$ cat config.mk
export PLATFORM = sky130hd
export DESIGN_NAME = branch_predict_unit_flat
export DESIGN_NICKNAME = d
export VERILOG_FILES = /design/src/rtl/branch_predict_unit_if.sv /design/src/rtl/branch_predict_unit.sv /design/src/flat_wrapper.sv
export SDC_FILE = /design/constraint.sdc
export NUM_CORES = 1
export LEC_CHECK = 0
export ABC_AREA = 1
export CAP_MARGIN = 20
export CORE_UTILIZATION = 60
export CTS_CLUSTER_DIAMETER = 50
export DETAILED_ROUTE_END_ITERATION = 12
export DONT_BUFFER_PORTS = 1
export GPL_TIMING_DRIVEN = 0
export PLACE_DENSITY_LB_ADDON = 0.15
export SLEW_MARGIN = 20
export SYNTH_ARGS = -nofsm -noshare
export SYNTH_HDL_FRONTEND = slang
export SYNTH_SLANG_ARGS = --single-unit
export TNS_END_PERCENT = 10
$ cat constraint.sdc
create_clock -name clk -period 5 [get_ports clk]
set_input_delay 0.25 -clock clk [delete_from_list [all_inputs] [get_ports clk]]
set_output_delay 0.25 -clock clk [all_outputs]
set_load 0.01 [all_outputs]
$ cat src/rtl/branch_predict_unit_if.sv
// Bus between the pipeline and the branch predict unit.
//
// Purpose: carries the fetch-stage lookup, the ID/EX resolve/update signals
// and the unit's status, statistics and debug outputs.
//
// Handshake: ex_valid qualifies every ex_* field and every flag input.
// stall_en is the back-pressure signal. While stall_en is high, the
// pipeline keeps ex_* stable. The branch is consumed (resolved) in the
// first cycle where ex_valid is high and stall_en is low. If ex_valid
// drops while the unit is waiting, the held branch is withdrawn (flushed)
// and leaves no trace in the table or the statistics.
//
// Signals (direction seen from the unit, i.e. the slave modport):
//   if_pc          in   fetch PC for lookup
//   pred_taken     out  prediction for if_pc
//   ex_valid       in   ID/EX slot holds a live instruction
//   ex_opcode      in   4'hC = B, 4'hD = BR
//   ex_ccc         in   condition code
//   ex_pc          in   PC of the ID/EX instruction
//   ex_pred_taken  in   prediction made at fetch
//   flags          in   {Z,V,N}
//   flags_valid    in   flags are up to date
//   br_hazard      in   BR target register not yet available
//   take_branch    out  resolved taken
//   stall_en       out  hold IF/ID, insert bubble
//   mispredict     out  flush and redirect
//   br_count       out  branches resolved (saturating)
//   mp_count       out  mispredicts (saturating)
//   dbg_state      out  resolution FSM state, 0 = IDLE, 1 = WAIT
interface branch_predict_unit_if #(
  parameter int PC_W  = 16,
  parameter int CNT_W = 16
);
  logic [PC_W-1:0]  if_pc;
  logic             pred_taken;
  logic             ex_valid;
  logic [3:0]       ex_opcode;
  logic [2:0]       ex_ccc;
  logic [PC_W-1:0]  ex_pc;
  logic             ex_pred_taken;
  logic [2:0]       flags;
  logic             flags_valid;
  logic             br_hazard;
  logic             take_branch;
  logic             stall_en;
  logic             mispredict;
  logic [CNT_W-1:0] br_count;
  logic [CNT_W-1:0] mp_count;
  logic             dbg_state;

  modport master (
    output if_pc, ex_valid, ex_opcode, ex_ccc, ex_pc, ex_pred_taken,
           flags, flags_valid, br_hazard,
    input  pred_taken, take_branch, stall_en, mispredict,
           br_count, mp_count, dbg_state
  );

  modport slave (
    input  if_pc, ex_valid, ex_opcode, ex_ccc, ex_pc, ex_pred_taken,
           flags, flags_valid, br_hazard,
    output pred_taken, take_branch, stall_en, mispredict,
           br_count, mp_count, dbg_state
  );
endinterface

$ cat src/rtl/branch_predict_unit.sv
// Branch predict unit.
//
// Purpose: predicts branches at fetch using a PC-indexed table of
// saturating counters. It resolves B/BR in ID/EX and stalls only while
// the flags or the BR register are not ready. It flags mispredicts so the
// pipeline can flush, and it keeps branch and mispredict statistics.
//
// Ports:
//   clk    rising-edge clock
//   rst_n  synchronous active-low reset
//   bus    branch_predict_unit_if.slave (lookup, resolve, status, debug)
module branch_predict_unit #(
  parameter int PC_W  = 16,
  parameter int IDX_W = 4,
  parameter int CTR_W = 2,
  parameter int CNT_W = 16
) (
  input logic                  clk,
  input logic                  rst_n,
  branch_predict_unit_if.slave bus
);

  localparam int ENTRIES = 2 ** IDX_W;
  localparam logic [CTR_W-1:0] CTR_INIT = {1'b0, {(CTR_W-1){1'b1}}};
  localparam logic [3:0] OP_B  = 4'hC;
  localparam logic [3:0] OP_BR = 4'hD;

  typedef enum logic {IDLE = 1'b0, WAIT = 1'b1} state_t;

  state_t           state_q, state_d;
  logic [CTR_W-1:0] table_q [ENTRIES];
  logic [CNT_W-1:0] br_count_q, mp_count_q;

  logic             flag_z, flag_v, flag_n;
  logic             is_br, cond_met, resolve;
  logic [IDX_W-1:0] lookup_idx, update_idx;

  // Instructions are 2-byte aligned, so bit 0 of the PC never selects an entry.
  assign lookup_idx = bus.if_pc[IDX_W:1];
  assign update_idx = bus.ex_pc[IDX_W:1];

  // The remaining PC bits do not take part in indexing.
  logic unused_pc_bits;
  assign unused_pc_bits = ^{bus.if_pc[PC_W-1:IDX_W+1], bus.if_pc[0],
                            bus.ex_pc[PC_W-1:IDX_W+1], bus.ex_pc[0]};

  assign {flag_z, flag_v, flag_n} = bus.flags;

  always_comb begin
    cond_met = 1'b0;
    case (bus.ex_ccc)
      3'b000: cond_met = ~flag_z;
      3'b001: cond_met = flag_z;
      3'b010: cond_met = ~flag_z & ~flag_n;
      3'b011: cond_met = flag_n;
      3'b100: cond_met = flag_z | (~flag_z & ~flag_n);
      3'b101: cond_met = flag_n | flag_z;
      3'b110: cond_met = flag_v;
      default: cond_met = 1'b1;
    endcase
  end

  assign is_br = bus.ex_valid & ((bus.ex_opcode == OP_B) | (bus.ex_opcode == OP_BR));

  // An unconditional branch ignores the flags. Only BR depends on the target register.
  assign bus.stall_en = is_br &
                        ((~bus.flags_valid & (bus.ex_ccc != 3'b111)) |
                         ((bus.ex_opcode == OP_BR) & bus.br_hazard));

  assign resolve         = is_br & ~bus.stall_en;
  assign bus.take_branch = resolve & cond_met;
  assign bus.mispredict  = resolve & (bus.take_branch ^ bus.ex_pred_taken);

  // The lookup reads the registered table, so a same-cycle update to the
  // same entry is seen only from the next cycle on.
  assign bus.pred_taken = table_q[lookup_idx][CTR_W-1];

  assign bus.br_count  = br_count_q;
  assign bus.mp_count  = mp_count_q;
  assign bus.dbg_state = state_q;

  // Resolution tracking: WAIT covers the cycles in which a branch is held
  // by a stall. The branch leaves WAIT when it resolves or when it is flushed.
  always_comb begin
    state_d = state_q;
    case (state_q)
      IDLE:    if (bus.stall_en) state_d = WAIT;
      WAIT:    if (resolve || !bus.ex_valid) state_d = IDLE;
      default: state_d = IDLE;
    endcase
  end

  always_ff @(posedge clk) begin
    if (!rst_n) state_q <= IDLE;
    else        state_q <= state_d;
  end

  always_ff @(posedge clk) begin
    if (!rst_n) begin
      for (int i = 0; i < ENTRIES; i++) table_q[i] <= CTR_INIT;
      br_count_q <= '0;
      mp_count_q <= '0;
    end else if (resolve) begin
      if (bus.take_branch) begin
        if (table_q[update_idx] != {CTR_W{1'b1}})
          table_q[update_idx] <= table_q[update_idx] + 1'b1;
      end else begin
        if (table_q[update_idx] != '0)
          table_q[update_idx] <= table_q[update_idx] - 1'b1;
      end
      if (br_count_q != {CNT_W{1'b1}}) br_count_q <= br_count_q + 1'b1;
      if (bus.mispredict && (mp_count_q != {CNT_W{1'b1}}))
        mp_count_q <= mp_count_q + 1'b1;
    end
  end

endmodule

$ cat src/flat_wrapper.sv
// flat-port wrapper written by rule: the top's interface ports become plain ports
module branch_predict_unit_flat 
#(
  parameter int PC_W  = 16,
  parameter int IDX_W = 4,
  parameter int CTR_W = 2,
  parameter int CNT_W = 16
)
  (clk, rst_n, bus_if_pc, bus_ex_valid, bus_ex_opcode, bus_ex_ccc, bus_ex_pc, bus_ex_pred_taken, bus_flags, bus_flags_valid, bus_br_hazard, bus_pred_taken, bus_take_branch, bus_stall_en, bus_mispredict, bus_br_count, bus_mp_count, bus_dbg_state);
  branch_predict_unit_if #(.PC_W(PC_W), .CNT_W(CNT_W)) bus_i ();
  input logic clk;
  input logic rst_n;
  input wire logic [$bits(bus_i.if_pc)-1:0] bus_if_pc;
  input wire logic [$bits(bus_i.ex_valid)-1:0] bus_ex_valid;
  input wire logic [$bits(bus_i.ex_opcode)-1:0] bus_ex_opcode;
  input wire logic [$bits(bus_i.ex_ccc)-1:0] bus_ex_ccc;
  input wire logic [$bits(bus_i.ex_pc)-1:0] bus_ex_pc;
  input wire logic [$bits(bus_i.ex_pred_taken)-1:0] bus_ex_pred_taken;
  input wire logic [$bits(bus_i.flags)-1:0] bus_flags;
  input wire logic [$bits(bus_i.flags_valid)-1:0] bus_flags_valid;
  input wire logic [$bits(bus_i.br_hazard)-1:0] bus_br_hazard;
  output wire logic [$bits(bus_i.pred_taken)-1:0] bus_pred_taken;
  output wire logic [$bits(bus_i.take_branch)-1:0] bus_take_branch;
  output wire logic [$bits(bus_i.stall_en)-1:0] bus_stall_en;
  output wire logic [$bits(bus_i.mispredict)-1:0] bus_mispredict;
  output wire logic [$bits(bus_i.br_count)-1:0] bus_br_count;
  output wire logic [$bits(bus_i.mp_count)-1:0] bus_mp_count;
  output wire logic [$bits(bus_i.dbg_state)-1:0] bus_dbg_state;
  assign bus_i.if_pc = bus_if_pc;
  assign bus_i.ex_valid = bus_ex_valid;
  assign bus_i.ex_opcode = bus_ex_opcode;
  assign bus_i.ex_ccc = bus_ex_ccc;
  assign bus_i.ex_pc = bus_ex_pc;
  assign bus_i.ex_pred_taken = bus_ex_pred_taken;
  assign bus_i.flags = bus_flags;
  assign bus_i.flags_valid = bus_flags_valid;
  assign bus_i.br_hazard = bus_br_hazard;
  assign bus_pred_taken = bus_i.pred_taken;
  assign bus_take_branch = bus_i.take_branch;
  assign bus_stall_en = bus_i.stall_en;
  assign bus_mispredict = bus_i.mispredict;
  assign bus_br_count = bus_i.br_count;
  assign bus_mp_count = bus_i.mp_count;
  assign bus_dbg_state = bus_i.dbg_state;
  branch_predict_unit #(.PC_W(PC_W), .IDX_W(IDX_W), .CTR_W(CTR_W), .CNT_W(CNT_W)) u_core (.clk(clk), .rst_n(rst_n), .bus(bus_i));
endmodule
## Yosys cells after proc, flatten, opt, wreduce, memory -nomap -nowiden

Memory sizes are Yosys's and may differ from the RTL's.
Index checks and enable logic that the tools add are counted.

- $add $sub $neg: 4
- Eq/ne operators: 12
- Muxes and demuxes: 19
- Bitwise operators: 19
- Reductions and logical operators: 8

Operators by type and width:

| kind | count |
|---|---|
| 16-bit by 1-bit adder with 16-bit output, second input constant | 2 |
| 16-bit inequality test, second input constant | 2 |
| 1-bit two-way mux | 14 |
| 3-bit equality test, second input constant | 3 |
| 1-bit bitwise AND | 8 |
| 4-bit equality test, second input constant | 2 |
| 1-bit one-hot mux with 7 select lines | 1 |
| 3-bit by 2-bit equality test with 1-bit output, second input constant | 2 |
| 1-bit NOT | 5 |
| 1-bit OR | 5 |
| 2-bit two-way mux | 2 |
| 4-bit two-way mux | 1 |
| 2-bit AND reduction | 2 |
| 3-bit by 1-bit equality test with 1-bit output, second input constant | 1 |
| 3-bit zero test | 1 |
| 3-bit inequality test, second input constant | 1 |
| 2-bit by 1-bit adder with 2-bit output, second input constant | 1 |
| 2-bit inequality test, second input constant | 1 |
| 1-bit one-hot mux with 2 select lines | 1 |
| 2-bit nonzero test | 1 |
| 2-bit OR reduction | 1 |
| 2-bit by 1-bit subtractor with 2-bit output, second input constant | 1 |
| 1-bit logical AND | 1 |
| 1-bit zero test | 1 |
| other kinds (2) | 2 |

- Register bits: 33
- Memory bits (writable): 32
- Bits of input ports: 48
- Output and inout port bits: 37
- Word-level logic and storage cells: 66
- Memories kept: 1

Memory list:

| name | depth | width | read ports | clocked after Yosys merged registers in | write ports | line | RTL |
|---|---|---|---|---|---|---|---|
| u_core.table_q | 16 | 2 | 2 | 0 | 16 | branch_predict_unit.sv:31 | `logic [CTR_W-1:0] table_q [ENTRIES];` |

## Logic depth before layout (Yosys ltp)

- Word-level depth: 14
- Mapped depth: 16
- Depth with buffers taken out: 14

## Least setup slack after synthesis

No wires, ideal clock.

- Path kind: flip-flop to flip-flop
- Start: reg u_core.mp_count_q[0] (netlist: u_core.bus.mp_count[0])
- End: reg u_core.mp_count_q[0] (netlist: u_core.bus.mp_count[0])
- Arrival: 1676 ps
- Data required time: 4885 ps
- Slack: 3209 ps
- Cell stages (with the launch flop): 10
- Path buffers: 1
- Period minus slack after synthesis: 1791 ps
- Cells stage by stage: dfxtp_1 > ha_1 > nand2_2 > nor3_4 > nand2_1 > nor3_2 > nand2_2 > buf_2 > a21oi_1 > nor2_1

- Word-level cells in the longest chain between the ends: 3
- Elaborated cells on any way between the ends: 4
- Classes of those cells: 1 x add/sub; 1 x eq/ne; 2 x reduce/logical

RTL lines:

| element | line | RTL |
|---|---|---|
| start, declared | branch_predict_unit.sv:32 | `logic [CNT_W-1:0] br_count_q, mp_count_q;` |
| start signal, assigned | branch_predict_unit.sv:113 | `mp_count_q <= mp_count_q + 1'b1;` |
| branches (longest 3 deep; another with 16-bit by 1-bit adder with 16-bit output) | n/a |  |

Several ways; the timed one is not identified.
A chain may end at the register's enable or synchronous reset.

## Worst setup path after layout

- Start: reg u_core.mp_count_q[0] (netlist: u_core.bus.mp_count[0])
- End: reg u_core.mp_count_q[4] (netlist: u_core.bus.mp_count[4])

Same word-level chain as after synthesis.

==> summary.md <==
| Metric | Value |
|---|---|
| Outcome | `finished, final reports clean` |
| Hold Vio Cnt, Final | `0` |
| Post-synth top area share | `0.245` |
| Placed Instance Area | `approximately 4000 um^2` |
| Comb pwr share | `0.091` |
| Top cells by area, synth | `edfxtp_1 24%, dfxtp_1 17%, nand2_1 17%, nand3_1 6.4%, nor2_1 5.3%` |
| Max Cap Viol | `0` |
| Area grow syn2layout | `8.07%` |
| Latest clock arrival within the worst-skew pair | `roughly 350 ps` |
| Worst reg2reg setup slack | `between 2000 and 3000 ps` |
| DRT iter0 DRCs | `211` |
| Syn nets | `roughly 590` |
| CP endpoint kind | `flip-flop` |
| Pre-antenna DRT Iters | `7` |
| Vias in the first global route | `between 3,000 and 4,000` |
| CTS tree | `done` |
| Initial antenna violation count | `0` |
| Leak Pwr | `roughly 1.7 nW` |
| Synth warnings | `0` |
| Worst stage delay on the critical path | `between 500 and 600 ps` |
| Rows | `29` |
| Largest net degree at the start of global routing | `13` |
| Nets | `a little over 600` |
| Ys async rst share | `0` |
| CTS Sinks | `65` |
| Internal power | `between 0.8 and 0.9 mW` |
| Final Critical Period | `roughly 2200 ps` |
| Die X | `slightly above 80 um` |
| Post-CTS resize count | `0` |
| CTS max path bufs | `2` |
| Post-synth top flop | `dfxtp_1` |
| Worst EP arrival | `about 2400 ps` |
| Cells after Synth | `approximately 540` |
| Slew Viols, Final | `0` |
| Worst Reg-to-Reg Cells | `10` |
| EDFF count, synth | `32` |
| Final Setup Violations | `0` |
| PwrDens | `275 nW/um^2` |
| Slew @ Worst Pin | `around 680 ps` |
| Clock share of power | `0.424` |
| Upper clock frequency limit | `463 MHz` |
| CP max stage cell | `dfxtp_1` |
| Number of top-level pins | `85` |
| Htree depth | `3` |
| Initial Util | `0.618` |
| Antenna diodes | `0` |
| Synth Register Bits | `65` |
| Cell area after synthesis | `3930 um^2` |
| Cell with the most instances after synthesis | `nand2_1` |
| Post-synth top cells | `174 x nand2_1, 55 x nor2_1, 50 x nand3_1, 40 x inv_1, 33 x dfxtp_1` |
| Hold Path Class | `in2reg` |
| Core area | `approximately 6300 um^2` |
| RSZ-0062 raised after global routing | `false` |
| Share of layout cells above drive strength 1 | `0.0912` |
| Die Ht | `between 80 and 90 um` |
| Worst Hold Depth | `2` |
| Worst-path cell chain | `ha_1 -> nand2_2 -> nor3_4 -> nand2_1 -> nor3_2 -> nand2_2 -> nand2_2 -> buf_6 -> nand2_1 -> a21oi_1` |
| Sw Share | `0.250` |
| Synth cell types | `36` |
| Design area | `between 4000 and 5000 um^2` |
| Post-Syn Area per Cell | `about 7.2 um^2` |
| Via count | `around 3,700` |
| Die area | `just under 7000 um^2` |
| IO Port Bufs | `0` |
| Hold-fix buffers, CTS | `0` |
| CTS root buffer | `clkbuf_8` |
| Total wire length | `9260 um` |
| Cts bufs inserted | `9` |
| Detailed Place HPWL | `6850 um` |
| WL/cell | `14.6 um` |
| Startpoint types | `flip-flop` |
| Register clock-pin slew on the reported worst setup and hold paths | `70 ps` |
| Period utilisation layout | `0.432` |
| GPL Wtd Cong | `0.872` |
| Max VDD drop | `about 0.18 mV` |
| Gr usage total | `0.281` |
| Post-DRT Antenna Nets | `0` |
| Flop pwr share | `0.485` |
| CP dominant cell by count | `nand2_2` |
| CP Class | `reg2reg` |
| Drc violations | `0` |
| NetSw | `a little under 0.3 mW` |
| CP Max Fanout | `10` |
| GR Overflow Total | `0` |
| Slew HR | `0.548` |
| Area leader, netlist | `edfxtp_1` |
| Worst Clk Skew | `about 7 ps` |
| Critical Path RT | `approximately 5300 ps` |
| First-pass GRT wire length | `roughly 16,000 um` |
| Register area share after synthesis | `0.413` |
| Vias per cell | `approximately 5.8` |
| Post-CTS Setup Repair Bufs | `0` |
| Setup TNS | `0 ps` |
-- per-stage QoR --
| step | power [mW] | setup slack (ps) | hold WS, ps | cells | utilization |
|---|---|---|---|---|---|
| finish | 1.17 | 2840 | 69.7 | 636 | 0.668 |
| global route | 1.21 | 2670 | 75.1 | 636 | 0.668 |
| CTS | 1.17 | 2830 | 64.1 | 636 | 0.668 |
| detailed placement | 0.684 | 2860 | 439 | 620 | 0.633 |
| global placement | 0.681 | 2910 | 412 | 620 | 0.633 |
| floorplan | 0.657 | 3210 | 407 | 543 | - |
-- registers in the layout, summed over array words and instances (netlist names) --
signal	flops
u_core.bus.br_count	16
u_core.bus.dbg_state	1
u_core.table_q	32
u_core.bus.mp_count	16
-- worst max-delay path: cells and delay by family, from the launching register on --
family	cells	cell delay [ps]
AO/OA/AOI/OAI	1	130
adder cells (fa/ha/maj)	1	290
buffers and inverters	1	160
flip-flops	1	520
AND/OR/NAND/NOR	7	990
-- layout by cell type (no fill, tap or decap), types with 5 or more instances in the layout --
master,n
inv_1,40
nand2_2,5
dfxtp_1,33
a21oi_1,31
nor3_1,11
inv_2,6
nand3_1,50
edfxtp_1,32
xor2_1,12
clkbuf_1,7
clkbuf_8,9
nor2_1,55
buf_6,7
o21ai_0,15
nand2_1,174
nand4_1,24
-- cell families (layout without fill, tap and decap cells) --
group | Yosys count | count (layout) | share of synthesized area
compound gates | 52 | 52 | 0.0692
flops | 65 | 65 | 0.413
buf+inv | 67 | 83 | 0.0832
xor+xnor | 16 | 16 | 0.0357
simple gates | 337 | 337 | 0.382
mux | 4 | 4 | 0.0102
fa+ha+maj | 2 | 2 | 0.00637
-- final timing paths --
kind,startpoint,to
hold reg to reg,u_core.bus.mp_count[13],u_core.bus.mp_count[13]
setup reg to reg,u_core.bus.mp_count[0],u_core.bus.mp_count[4]
setup / recovery,u_core.bus.mp_count[0],u_core.bus.mp_count[4]
hold / removal,bus_ex_valid,u_core.bus.dbg_state
-- power by group through the flow --
stage,sequential [mW],combinational [mW],clock (mW)
detailed placement,0.578,0.105,0
floorplan,0.576,0.0808,0
global route,0.567,0.119,0.521
global placement,0.578,0.103,0
finish,0.566,0.106,0.495
CTS,0.566,0.106,0.501
-- layer usage --
metal | track usage | wire, um
met4 | 0.129 | 196
met3 | 0.0547 | 656
met2 | 0.479 | 4550
met5 | 0 | 0
met1 | 0.342 | 3850
-- area by class of cell --
type | instances | area, um^2
Inverter | 47 | 176
Buffer | 20 | 150
Multi-Input combinational cell | 411 | 1980
Clock inverter | 6 | 92.6
Fill cell | 553 | 2110
Tap cell | 77 | 96.3
Sequential cell | 65 | 1620
Clock buffer | 10 | 128
Power figures use the tool's default switching activity.
